File: src/rtl/gt_link_pkg.sv
// rtl/gt_link_pkg.sv - shared types and constants for the GT link bring-up monitor
package gt_link_pkg;

    localparam int DROP_CNT_W = 16;

    typedef enum logic [2:0] {
        RESET_GT  = 3'd0,
        WAIT_GOOD = 3'd1,
        DEBOUNCE  = 3'd2,
        UP        = 3'd3,
        FAIL      = 3'd4
    } gt_link_state_t;

endpackage

File: src/rtl/gt_link_monitor.sv
// rtl/gt_link_monitor.sv - GT reset sequencing, all-good debounce, retry and drop accounting
module gt_link_monitor
    import gt_link_pkg::*;
#(
    parameter int N_CHANNEL          = 1,
    parameter int RESET_PULSE_CYCLES = 256,
    parameter int TIMEOUT_CYCLES     = 1 << 20,
    parameter int DEBOUNCE_CYCLES    = 1024,
    parameter int MAX_RETRY          = 8
) (
    input  logic                          init_clk,
    input  logic                          rst,
    input  logic                          tx_good_init_synced,
    input  logic [N_CHANNEL-1:0]          rx_good_init_synced,
    output logic                          gt_reset,
    output logic                          link_up,
    output logic                          link_fail,
    output logic [$clog2(MAX_RETRY+1)-1:0] retry_cnt,
    output logic [DROP_CNT_W-1:0]         drop_cnt
);

    // One timer serves all three timed states, so size it for the longest interval.
    localparam int MAX_CYCLES = (RESET_PULSE_CYCLES > TIMEOUT_CYCLES) ?
        ((RESET_PULSE_CYCLES > DEBOUNCE_CYCLES) ? RESET_PULSE_CYCLES : DEBOUNCE_CYCLES) :
        ((TIMEOUT_CYCLES > DEBOUNCE_CYCLES) ? TIMEOUT_CYCLES : DEBOUNCE_CYCLES);
    localparam int TIMER_W = $clog2(MAX_CYCLES) + 1;
    localparam int RETRY_W = $clog2(MAX_RETRY + 1);

    localparam logic [TIMER_W-1:0] RESET_LAST    = TIMER_W'(RESET_PULSE_CYCLES - 1);
    localparam logic [TIMER_W-1:0] TIMEOUT_LAST  = TIMER_W'(TIMEOUT_CYCLES - 1);
    localparam logic [TIMER_W-1:0] DEBOUNCE_LAST = TIMER_W'(DEBOUNCE_CYCLES - 1);
    localparam logic [RETRY_W-1:0] RETRY_LIMIT   = RETRY_W'(MAX_RETRY);

    gt_link_state_t        state;
    gt_link_state_t        state_next;
    logic [TIMER_W-1:0]    timer;
    logic [TIMER_W-1:0]    timer_next;
    logic [RETRY_W-1:0]    retry_next;
    logic [DROP_CNT_W-1:0] drop_next;
    logic                  all_good;

    // Inputs are already in this domain; combine them directly with no extra flops.
    assign all_good = tx_good_init_synced & (&rx_good_init_synced);

    // Next-state, counter updates and timer restart on any state change.
    always_comb begin
        state_next = state;
        retry_next = retry_cnt;
        drop_next  = drop_cnt;
        timer_next = timer;
        case (state)
            RESET_GT: begin
                if (timer == RESET_LAST) begin
                    state_next = WAIT_GOOD;
                end
            end
            WAIT_GOOD: begin
                // A good cycle on the timeout edge takes priority over the retry.
                if (all_good) begin
                    state_next = DEBOUNCE;
                end else if (timer == TIMEOUT_LAST) begin
                    retry_next = retry_cnt + 1'b1;
                    state_next = (retry_next == RETRY_LIMIT) ? FAIL : RESET_GT;
                end
            end
            DEBOUNCE: begin
                if (!all_good) begin
                    state_next = WAIT_GOOD;
                end else if (timer == DEBOUNCE_LAST) begin
                    state_next = UP;
                    retry_next = '0;
                end
            end
            UP: begin
                // No debounce on the way down: any bad cycle re-resets the GT.
                if (!all_good) begin
                    state_next = RESET_GT;
                    if (drop_cnt != {DROP_CNT_W{1'b1}}) begin
                        drop_next = drop_cnt + 1'b1;
                    end
                end
            end
            FAIL: begin
                state_next = FAIL;
            end
            default: begin
                state_next = RESET_GT;
            end
        endcase

        if (state_next != state) begin
            timer_next = '0;
        end else if (state == RESET_GT || state == WAIT_GOOD || state == DEBOUNCE) begin
            timer_next = timer + 1'b1;
        end
    end

    // State, timer and counters; outputs decode the next state so they move with it.
    always_ff @(posedge init_clk or posedge rst) begin
        if (rst) begin
            state     <= RESET_GT;
            timer     <= '0;
            retry_cnt <= '0;
            drop_cnt  <= '0;
            gt_reset  <= 1'b1;
            link_up   <= 1'b0;
            link_fail <= 1'b0;
        end else begin
            state     <= state_next;
            timer     <= timer_next;
            retry_cnt <= retry_next;
            if (drop_next != drop_cnt) begin
                drop_cnt <= drop_next;
            end
            gt_reset  <= (state_next == RESET_GT);
            link_up   <= (state_next == UP);
            link_fail <= (state_next == FAIL);
        end
    end

endmodule
File: config.mk
export PLATFORM = sky130hd
export DESIGN_NAME = gt_link_monitor
export DESIGN_NICKNAME = d
export VERILOG_FILES = /design/src/rtl/gt_link_pkg.sv /design/src/rtl/gt_link_monitor.sv
export SDC_FILE = /design/constraint.sdc
export NUM_CORES = 1
export LEC_CHECK = 0
export BUFFER_PORTS_ARGS = -buffer_cell sky130_fd_sc_hd__buf_4
export CORE_MARGIN = 2
export CORE_UTILIZATION = 34
export CTS_CLUSTER_SIZE = 40
export DETAILED_ROUTE_END_ITERATION = 12
export PLACE_DENSITY_LB_ADDON = 0.15
export SYNTH_ARGS = -nofsm -noshare
export SYNTH_HDL_FRONTEND = slang
export SYNTH_SLANG_ARGS = --single-unit
File: constraint.sdc
create_clock -name init_clk -period 2.69 [get_ports init_clk]
set_input_delay 0.538 -clock init_clk [delete_from_list [all_inputs] [get_ports init_clk]]
set_output_delay 0.538 -clock init_clk [all_outputs]
set_load 0.01 [all_outputs]
==> results.md <==
- Status: complete, no violations
- Fraction of registers with async set/reset: 100%
- Seq/Total Area, Yosys: 46.6%
- Post-synth EDFFs: 0
- Final Skew: 0.0173 ns
- CTS H-tree depth: 2
- Area of the multi-input gates: 1270 um^2
- Crit path from: timer[0]$_DFFE_PP0P_
- Area Overhead vs Synth: 17.9%
- Overall routing resource usage: 14.8%
- # placed instances: 412
- Worst Tran Pin Value: 0.654 ns
- WP data required: 2.88 ns
- Final setup TNS: 0 ns
- Main synth FF type: dfrtp_1
- CP most frequent cell: o21ai_1
- Clk root buf: clkbuf_8
- TritonCTS Buffers: 5
- CP max stage delay: 0.65 ns
- Sequential cell area: 1180 um^2
- Initial Util: 35.0%
- I/O pin cnt: 27
- Initial antenna violation count: 0
- Setup violations, final: 0
- Cell area after synthesis: 2530 um^2
- Tmin final: 2.48 ns
- R2R depth: 7
- Max VDD drop: 0.237 mV
- Placer Congestion: 0.781
- Fmax: 403 MHz
- Share of cells above drive strength 1: 17.2%
- Avg Synthesized Cell Area: 8.83 um^2
- Cell Rows: 31
- Distinct cell type count after synthesis: 44
- Post-synth top area cell: dfrtp_1
- HP Class: primary input to asynchronous set/reset pin
- CTS Sinks: 47
- Grt ovf: 0
- Number of synthesized register bits: 47
- Fin. Hold Viols: 0
- Synth area leaders: dfrtp_1 (46%), nor2_1 (7.0%), nand2_1 (4.3%)
- 1st-iter DRT viols: 129
- Port-buffer cells: 26
- CP Cell Sequence: ha_1 > nand3_1 > or4b_1 > or4_1 > a21boi_4 > o21ai_1 > o21ai_1
- Fin nets: 328
- Ant. Diodes: 0
- Leak Pwr: 1.33 nW
- Max Cap Viol: 0
- Crit path kind: flop to flop
- Via Count: 2132
- Crit path max fanout: 7
- CP Launch Type: flop
- CTS max path bufs: 2
- RR Startpoint: timer[0]$_DFFE_PP0P_
- WP depth: 7
- Worst Setup End Kind: flop
- Wirelength per Cell: 13.5 um
- 1st-pass router iterations: 4
- Post-CTS setup repair buffer count: 0
- Power Dens Cells: 416 nW/um^2
- Unrepaired setup endpoints after global routing: false
- Post-DP HPWL: 4110 um
- Worst skew pair latency: 0.30 ns
- Max-slew headroom: 56.3%
- Maximum number of pins on one net before global-route repair: 30
- Total of warnings raised by yosys: 0
- Hold-fix buffers, CTS: 0
- Final Slew Violations: 0
- Die H: 90.2 um
- Core Box Area: 7210 um^2
- Slowest CP cell: or4_1
- Global-route wire length before repair: 10000 um
- Syn nets: 294
- Fillers: 771
- Post-route insts no fill: 419
- Cells after Synth: 286
- Resized cells post-CTS: 0
- Final period utilization: 92.1%
- DRC Markers: 0
- CTS tree: done
- DR vias/cell: 5.09
- DIE WIDTH: 90.2 um
- Cell family with most CP delay: simple AND/OR/NAND/NOR gates
- Crit path DAT: 2.66 ns
- Number of global-route vias before repair: 1999
- Final wirelength: 5640 um
- Final ANT Viol Nets: 0
- Clock transition at path regs: 0.09 ns
- Die area: 8140 um^2
- Yosys top cell area share: 45.6%
- Worst path buffer plus inverter count: 0
per-stage QoR:
| step | utilization [%] | cell area (um^2) | setup WS [ns] | hold slack, ns | power (mW) |
|---|---|---|---|---|---|
| after floorplan | - | 2530 | 0.413 | 0.506 | 0.734 |
| after global placement | 39.9 | 2880 | 0.248 | 0.524 | 0.747 |
| after detailed placement | 39.9 | 2880 | 0.222 | 0.531 | 0.747 |
| after CTS | 41.3 | 2980 | 0.202 | 0.353 | 1.26 |
| after global routing | 41.3 | 2980 | 0.0483 | 0.392 | 1.29 |
| final | 41.3 | 2980 | 0.211 | 0.330 | 1.24 |
registers in the layout, indices dropped and copies added, names as in the netlist:
| name | cells |
|---|---|
| link_fail | 1 |
| retry_cnt | 4 |
| state | 3 |
| timer | 21 |
| link_up | 1 |
| gt_reset | 1 |
| drop_cnt | 16 |
layer usage:
metal  up-vias  routed length, um  GRT usage [%]
met3         4                201           3.27
li1       1067                  -              -
met2        35               2440           22.1
met5         -                  0              0
met1      1026               2960           21.9
met4         0                 37           3.46
where the power goes:
group | total (mW) | internal [mW] | switching, mW
Sequential | 0.706 | 0.706 | 0
Combinational | 0.0251 | 0.00655 | 0.0186
Clock | 0.507 | 0.273 | 0.235
cell usage after synthesis, types with 2 or more instances:
library cell,count
o21ai_1,3
ha_1,4
or2_2,3
a31oi_1,5
nor4_1,5
xnor2_1,11
clkbuf_1,4
mux2i_1,2
nand2_1,29
a41oi_1,2
dfrtp_1,46
o31ai_1,3
inv_1,10
nand3_1,17
buf_2,2
nor3_1,9
and2_1,3
or3_1,4
nor2_1,47
a21oi_1,15
mux2_2,3
nand4_1,7
or4_1,2
or3_2,2
and3_1,7
nand2b_1,3
o21ai_0,11
xor2_1,9
o21a_1,3
final cells by class:
class,instances,area share [%]
sequential,47,39.5
timing repair buffer,35,8.82
clock buffer,6,2.44
clock inverter,1,1.01
inverter,10,1.26
tap,99,4.16
multi-input combinational,221,42.8
logic make-up after synthesis:
group,Yosys count,synth area share [%]
fa+ha+maj,4,1.98
compound gates,48,11.7
buf+inv,18,2.92
xor+xnor,20,6.93
mux,5,2.13
flops,47,46.6
simple gates,144,27.7
worst paths after layout:
check / to / slack [ns]
min in group init_clk: drop_cnt[11]$_DFFE_PP0P_ / 0.54
worst max register to register: retry_cnt[2]$_DFFE_PP0P_ / 0.21
max in group asynchronous: gt_reset$_DFF_PP1_ / 1.69
worst min register to register: drop_cnt[11]$_DFFE_PP0P_ / 0.54
worst max-delay path: retry_cnt[2]$_DFFE_PP0P_ / 0.21
worst min-delay path: drop_cnt[12]$_DFFE_PP0P_ / 0.33
cell usage in the layout, fill, tap and decap left out, types with 2 or more instances in the layout:
master and n:
nor2_1 47, dfrtp_1 46, buf_4 35, nand2_1 29
nand3_1 17, a21oi_1 15, o21ai_0 11, xnor2_1 11
inv_1 9, xor2_1 9, nor3_1 9, nand4_1 7
and3_1 7, a31oi_1 5, nor4_1 5, clkbuf_8 5
or3_1 4, ha_1 4, and2_1 3, or2_2 3
nand2b_1 3, o21a_1 3, mux2_2 3, o21ai_1 3
o31ai_1 3, mux2i_1 2, or3_2 2, or4_1 2
a41oi_1 2
Power figures use the tool's default switching activity.
